==> src/rtl/reg_file_sb_pkg.sv <==
// Shared constants and FSM state encoding for the scoreboarded register file.
package reg_file_sb_pkg;
  localparam int XLEN_DEF = 32;
  localparam int NREGS_E  = 16;
  localparam int NREGS_I  = 32;

  typedef enum logic {
    ST_CLEAR = 1'b0,
    ST_RUN   = 1'b1
  } state_t;
endpackage

==> src/rtl/reg_scoreboard.sv <==
// Per-register pending-write flags: set on issue, cleared on writeback (set wins).
// Outputs are combinational; a same-cycle writeback hides the pending flag.
module reg_scoreboard #(
  parameter int NREGS = 32,
  parameter int AW    = 5
) (
  input  logic          i_clk,
  input  logic          i_reset,
  input  logic          i_en,
  input  logic          i_set_vld,
  input  logic [AW-1:0] i_set_rd,
  input  logic          i_clr_vld,
  input  logic [AW-1:0] i_clr_rd,
  input  logic [AW-1:0] i_rd1,
  input  logic [AW-1:0] i_rd2,
  output logic          o_busy1,
  output logic          o_busy2
);
  localparam int IW = $clog2(NREGS);

  logic [NREGS-1:0] r_busy;
  logic [NREGS-1:0] w_busy_nxt;
  logic             w_set_ok;
  logic             w_clr_ok;
  logic             w_rd1_ok;
  logic             w_rd2_ok;

  assign w_set_ok = (32'(i_set_rd) < NREGS);
  assign w_clr_ok = (32'(i_clr_rd) < NREGS);
  assign w_rd1_ok = (32'(i_rd1) < NREGS);
  assign w_rd2_ok = (32'(i_rd2) < NREGS);

  always_comb begin
    w_busy_nxt = r_busy;
    if (i_en && i_clr_vld && w_clr_ok) w_busy_nxt[i_clr_rd[IW-1:0]] = 1'b0;
    if (i_en && i_set_vld && w_set_ok) w_busy_nxt[i_set_rd[IW-1:0]] = 1'b1;
    // x0 is hardwired and never pending
    w_busy_nxt[0] = 1'b0;
  end

  always_ff @(posedge i_clk) begin
    if (i_reset) r_busy <= '0;
    else         r_busy <= w_busy_nxt;
  end

  assign o_busy1 = i_en && w_rd1_ok && r_busy[i_rd1[IW-1:0]] &&
                   !(i_clr_vld && (i_clr_rd == i_rd1));
  assign o_busy2 = i_en && w_rd2_ok && r_busy[i_rd2[IW-1:0]] &&
                   !(i_clr_vld && (i_clr_rd == i_rd2));
endmodule

==> src/rtl/reg_file_sb.sv <==
// Two-read/one-write register file with write-through bypass and a pending-write scoreboard.
// After reset the storage is zeroed one entry per cycle; ready rises when the walk ends.
module reg_file_sb
  import reg_file_sb_pkg::*;
#(
  parameter int XLEN  = XLEN_DEF,
  parameter int NREGS = NREGS_I,
  parameter int AW    = 5
) (
  input  logic            clk,
  input  logic            reset,
  output logic            ready,
  input  logic [AW-1:0]   readRegister1,
  input  logic [AW-1:0]   readRegister2,
  output logic [XLEN-1:0] readData1,
  output logic [XLEN-1:0] readData2,
  input  logic            regWrite,
  input  logic [AW-1:0]   writeRegister,
  input  logic [XLEN-1:0] writeData,
  input  logic            issueValid,
  input  logic [AW-1:0]   issueRd,
  output logic            busy1,
  output logic            busy2
);
  localparam int            IW       = $clog2(NREGS);
  localparam logic [AW-1:0] LAST_IDX = AW'(NREGS - 1);

  state_t          r_state, w_state_nxt;
  logic [AW-1:0]   r_idx, w_idx_nxt;
  logic [XLEN-1:0] r_regs [NREGS];

  logic            w_we;
  logic [AW-1:0]   w_waddr;
  logic [XLEN-1:0] w_wdata;
  logic            w_ready;
  logic            w_wr_ok, w_rd1_ok, w_rd2_ok;

  assign w_ready  = (r_state == ST_RUN);
  assign ready    = w_ready;
  assign w_wr_ok  = (writeRegister != '0) && (32'(writeRegister) < NREGS);
  assign w_rd1_ok = (readRegister1 != '0) && (32'(readRegister1) < NREGS);
  assign w_rd2_ok = (readRegister2 != '0) && (32'(readRegister2) < NREGS);

  always_ff @(posedge clk) begin
    if (reset) begin
      r_state <= ST_CLEAR;
      r_idx   <= '0;
    end else begin
      r_state <= w_state_nxt;
      r_idx   <= w_idx_nxt;
    end
  end

  // The clear walk shares the single write port so storage stays RAM-shaped.
  always_comb begin
    w_state_nxt = r_state;
    w_idx_nxt   = r_idx;
    w_we        = 1'b0;
    w_waddr     = writeRegister;
    w_wdata     = writeData;
    case (r_state)
      ST_CLEAR: begin
        w_we      = 1'b1;
        w_waddr   = r_idx;
        w_wdata   = '0;
        w_idx_nxt = r_idx + 1'b1;
        if (r_idx == LAST_IDX) begin
          w_state_nxt = ST_RUN;
          w_idx_nxt   = '0;
        end
      end
      ST_RUN:  w_we = regWrite && w_wr_ok;
      default: w_state_nxt = ST_CLEAR;
    endcase
    if (reset) w_we = 1'b0;
  end

  always_ff @(posedge clk) begin
    if (w_we) r_regs[w_waddr[IW-1:0]] <= w_wdata;
  end

  assign readData1 = (!w_ready || !w_rd1_ok) ? '0 :
                     (regWrite && (writeRegister == readRegister1)) ? writeData :
                     r_regs[readRegister1[IW-1:0]];
  assign readData2 = (!w_ready || !w_rd2_ok) ? '0 :
                     (regWrite && (writeRegister == readRegister2)) ? writeData :
                     r_regs[readRegister2[IW-1:0]];

  reg_scoreboard #(.NREGS(NREGS), .AW(AW)) u_sb (
    .i_clk     (clk),
    .i_reset   (reset),
    .i_en      (w_ready),
    .i_set_vld (issueValid),
    .i_set_rd  (issueRd),
    .i_clr_vld (regWrite),
    .i_clr_rd  (writeRegister),
    .i_rd1     (readRegister1),
    .i_rd2     (readRegister2),
    .o_busy1   (busy1),
    .o_busy2   (busy2)
  );
endmodule

==> config.mk <==
export PLATFORM = sky130hd
export DESIGN_NAME = reg_file_sb
export DESIGN_NICKNAME = d
export VERILOG_FILES = /design/src/rtl/reg_file_sb_pkg.sv /design/src/rtl/reg_scoreboard.sv /design/src/rtl/reg_file_sb.sv
export SDC_FILE = /design/constraint.sdc
export NUM_CORES = 1
export LEC_CHECK = 0
export BUFFER_PORTS_ARGS = -buffer_cell sky130_fd_sc_hd__clkbuf_2
export CORE_MARGIN = 2
export CORE_UTILIZATION = 35
export DETAILED_ROUTE_END_ITERATION = 8
export PLACE_DENSITY_LB_ADDON = 0.15
export SETUP_SLACK_MARGIN = 0.15
export SLEW_MARGIN = 20
export SYNTH_ARGS = -nofsm -noshare
export SYNTH_HDL_FRONTEND = slang
export SYNTH_HIERARCHICAL = 1
export SYNTH_SLANG_ARGS = --single-unit
==> constraint.sdc <==
create_clock -name clk -period 4.25 [get_ports clk]
set_input_delay 0.425 -clock clk [delete_from_list [all_inputs] [get_ports clk]]
set_output_delay 0.425 -clock clk [all_outputs]
set_load 0.05 [all_outputs]
==> metrics.txt <==
status complete, no violations; Arr. time, crit path between 3 and 4 ns; chip height between 300 and 400 um; DRC viols 0; peak supply drop about 320 uV; routability-driven placement congestion ratio around 0.84; Synth area leader edfxtp_1; max-cap violations 0; GR Util All Layers 23.5%; worst hold path type primary input to flop; vias in the first global route approximately 33000; Power, Total 23.2 mW; power per cell area around 390 mW/mm2; setup violators final 0; H-tree levels 3; CP Launch Type flop; largest cells by area after synthesis edfxtp_1 (60%), mux4_2 (16%), mux2i_1 (5.2%); vias per cell 6.18; fmax 263 MHz; Synth top area share 60.3%; Tmin final 3.81 ns; Cell Area, Placed 0.0550 mm2; worst skew pair latency 0.74 ns; leakage power 19.7 nW; area growth from synthesis to layout 15.5%; FF+latch count, synth between 1000 and 1500; nets 3207; Clock Skew between 0.04 and 0.05 ns; vias post-DR 31914; critical path required time approximately 3.8 ns; most common flop cell mapped by yosys edfxtp_1; Max-slew headroom a little over a fifth; Hold Slack 0.0737 ns; sequential area share after synthesis 61.8%; Die Wd a little under 400 um; warnings from Yosys 6; GRT Residual Overflow 0; Clock Path Buffers 3; layout cells sized above 1 around 28%; drt pass-1 iters 5; I/O pins approximately 120; Max FO, Critical Path 32; hpwl dp 101 mm; final-layout fill cell count 13093; Cells after Synth 3013; CP Capture Type output port; Period Utilization, post-route 89.5%; core area between 0.1 and 0.15 mm2; antenna cells 0; first-pass GRT wire length 248 mm; Setup TNS 0 ns; initial detailed-routing violation count 3556; Avg Inst Size Synth between 15 and 20 um2; clock tree root driver cell clkbuf_16; Starting Density 35.1%; CTS tree built; Netlist cell types approximately 60; floorplan row count 140; Slew Limit Fails 0; endpoints failing hold 0; post-CTS resize count 0; initial antenna violation count 5; Post-synth EDFFs 1024; crit path kind flop to output port; post-CTS setup buffers 0; pin count of the biggest net entering global routing just under 100; clock buffer count from CTS 113; Post-DRT Antenna Nets 0; ys async rst share 0%; pin slew with the least headroom to its limit roughly 1.2 ns; I/O Buffers 122; Num Clock Sinks 1061; clock slew at reported path FFs 0.06 ns; routed wire length 176 mm; post-route cell area between 0.05 and 0.06 mm2; Synth Cell Area 0.0510 mm2; DIE AREA 0.149 mm2; post-synth net total 3071; # hold bufs at CTS 0; unrepaired setup endpoints after global routing false; drt wl/cell 34.1 um
## cell usage in the layout (no fill, tap or decap), drive strengths merged, types with 66 or more instances in the layout
cell type,synthesis,layout
buf,144,186
edfxtp,1024,1024
nand2,87,87
mux2i,267,267
nor2,123,123
a221oi,126,126
o21ai,136,136
mux2,66,66
a22oi,97,97
mux4,365,365
clkbuf,105,216
## worst max-delay path, cell delays in order, from the launching register on
cell	delay (ns)
dfxtp_4	0.56
inv_1	0.14
nor3_1	0.33
o21ai_4	0.09
buf_4	0.36
a31oi_1	0.52
buf_4	0.19
a221o_1	0.15
clkbuf_2	0.30
## synthesized netlist by cell type, drive strengths merged, types with 18 or more instances
library cell,number
a221oi,126
o221ai,31
a22oi,97
nor2,123
mux4,365
and2,34
clkbuf,105
o21ai,136
a21oi,65
buf,144
dfxtp,37
edfxtp,1024
a221o,64
nand2,87
a31oi,31
xnor2,18
nand3,43
o211ai,30
nand2b,33
mux2i,267
mux2,66
## sequential cells by signal (all words and copies together) (netlist names)
signal and flops:
r_idx 5, ready 1, r_regs 1024, u_sb/r_busy 31
## layout make-up
type	instances	area, um2	area share [%]
clock buffer	132	2940	5.00
clock inverter	81	831	1.41
inverter	12	47.5	0.0808
multi-input combinational	1691	18400	31.2
sequential	1061	31500	53.5
tap	1917	2400	4.07
timing repair buffer	270	2780	4.73
## routing by layer
metal	global-route usage [%]	wire length [um]	up-vias
met1	31.0	71800	17158
li1	-	-	13046
met4	8.64	6020	2
met5	0	13	-
met3	3.18	11200	298
met2	39.5	87000	1410
## cell families (layout without fill, tap and decap cells)
group | count (synthesis) | in the layout | synth area share, %
buf+inv | 261 | 495 | 2.92
xor+xnor | 20 | 20 | 0.344
compound gates | 592 | 592 | 8.40
mux | 698 | 698 | 22.9
fa+ha+maj | 2 | 2 | 0.0491
flops | 1061 | 1061 | 61.8
simple gates | 379 | 379 | 3.62
## where the power goes
group | switching (mW) | total, mW | internal, mW
combinational | 1.04 | 1.73 | 0.684
clock | 4.25 | 10.1 | 5.85
sequential | 0.0281 | 11.4 | 11.4
total | 5.32 | 23.2 | 17.9
## worst paths after layout
| path | from | endpoint | slack, ns | cells after the start |
|---|---|---|---|---|
| min reg2reg | u_sb/r_busy[26]$_SDFF_PP0_ | u_sb/r_busy[26]$_SDFF_PP0_ | 0.49 | 2 |
| max reg2reg | ready$_SDFF_PP0_ | r_regs[9][28]$_DFFE_PP_ | 1.41 | 5 |
| max | ready$_SDFF_PP0_ | readData1[24] | 0.44 | 8 |
| min | issueRd[0] | u_sb/r_busy[3]$_SDFF_PP0_ | 0.07 | 3 |
## per-stage QoR
stage / setup WS, ns / util, % / std cells
floorplan: 0.616 / - / 3013
global placement: 0.584 / 37.9 / 4948
detailed placement: 0.582 / 37.9 / 4949
CTS: 0.407 / 40.6 / 5162
global route: 0.390 / 40.6 / 5164
finish: 0.444 / 40.6 / 5164
(Power assumes the default switching activity.)
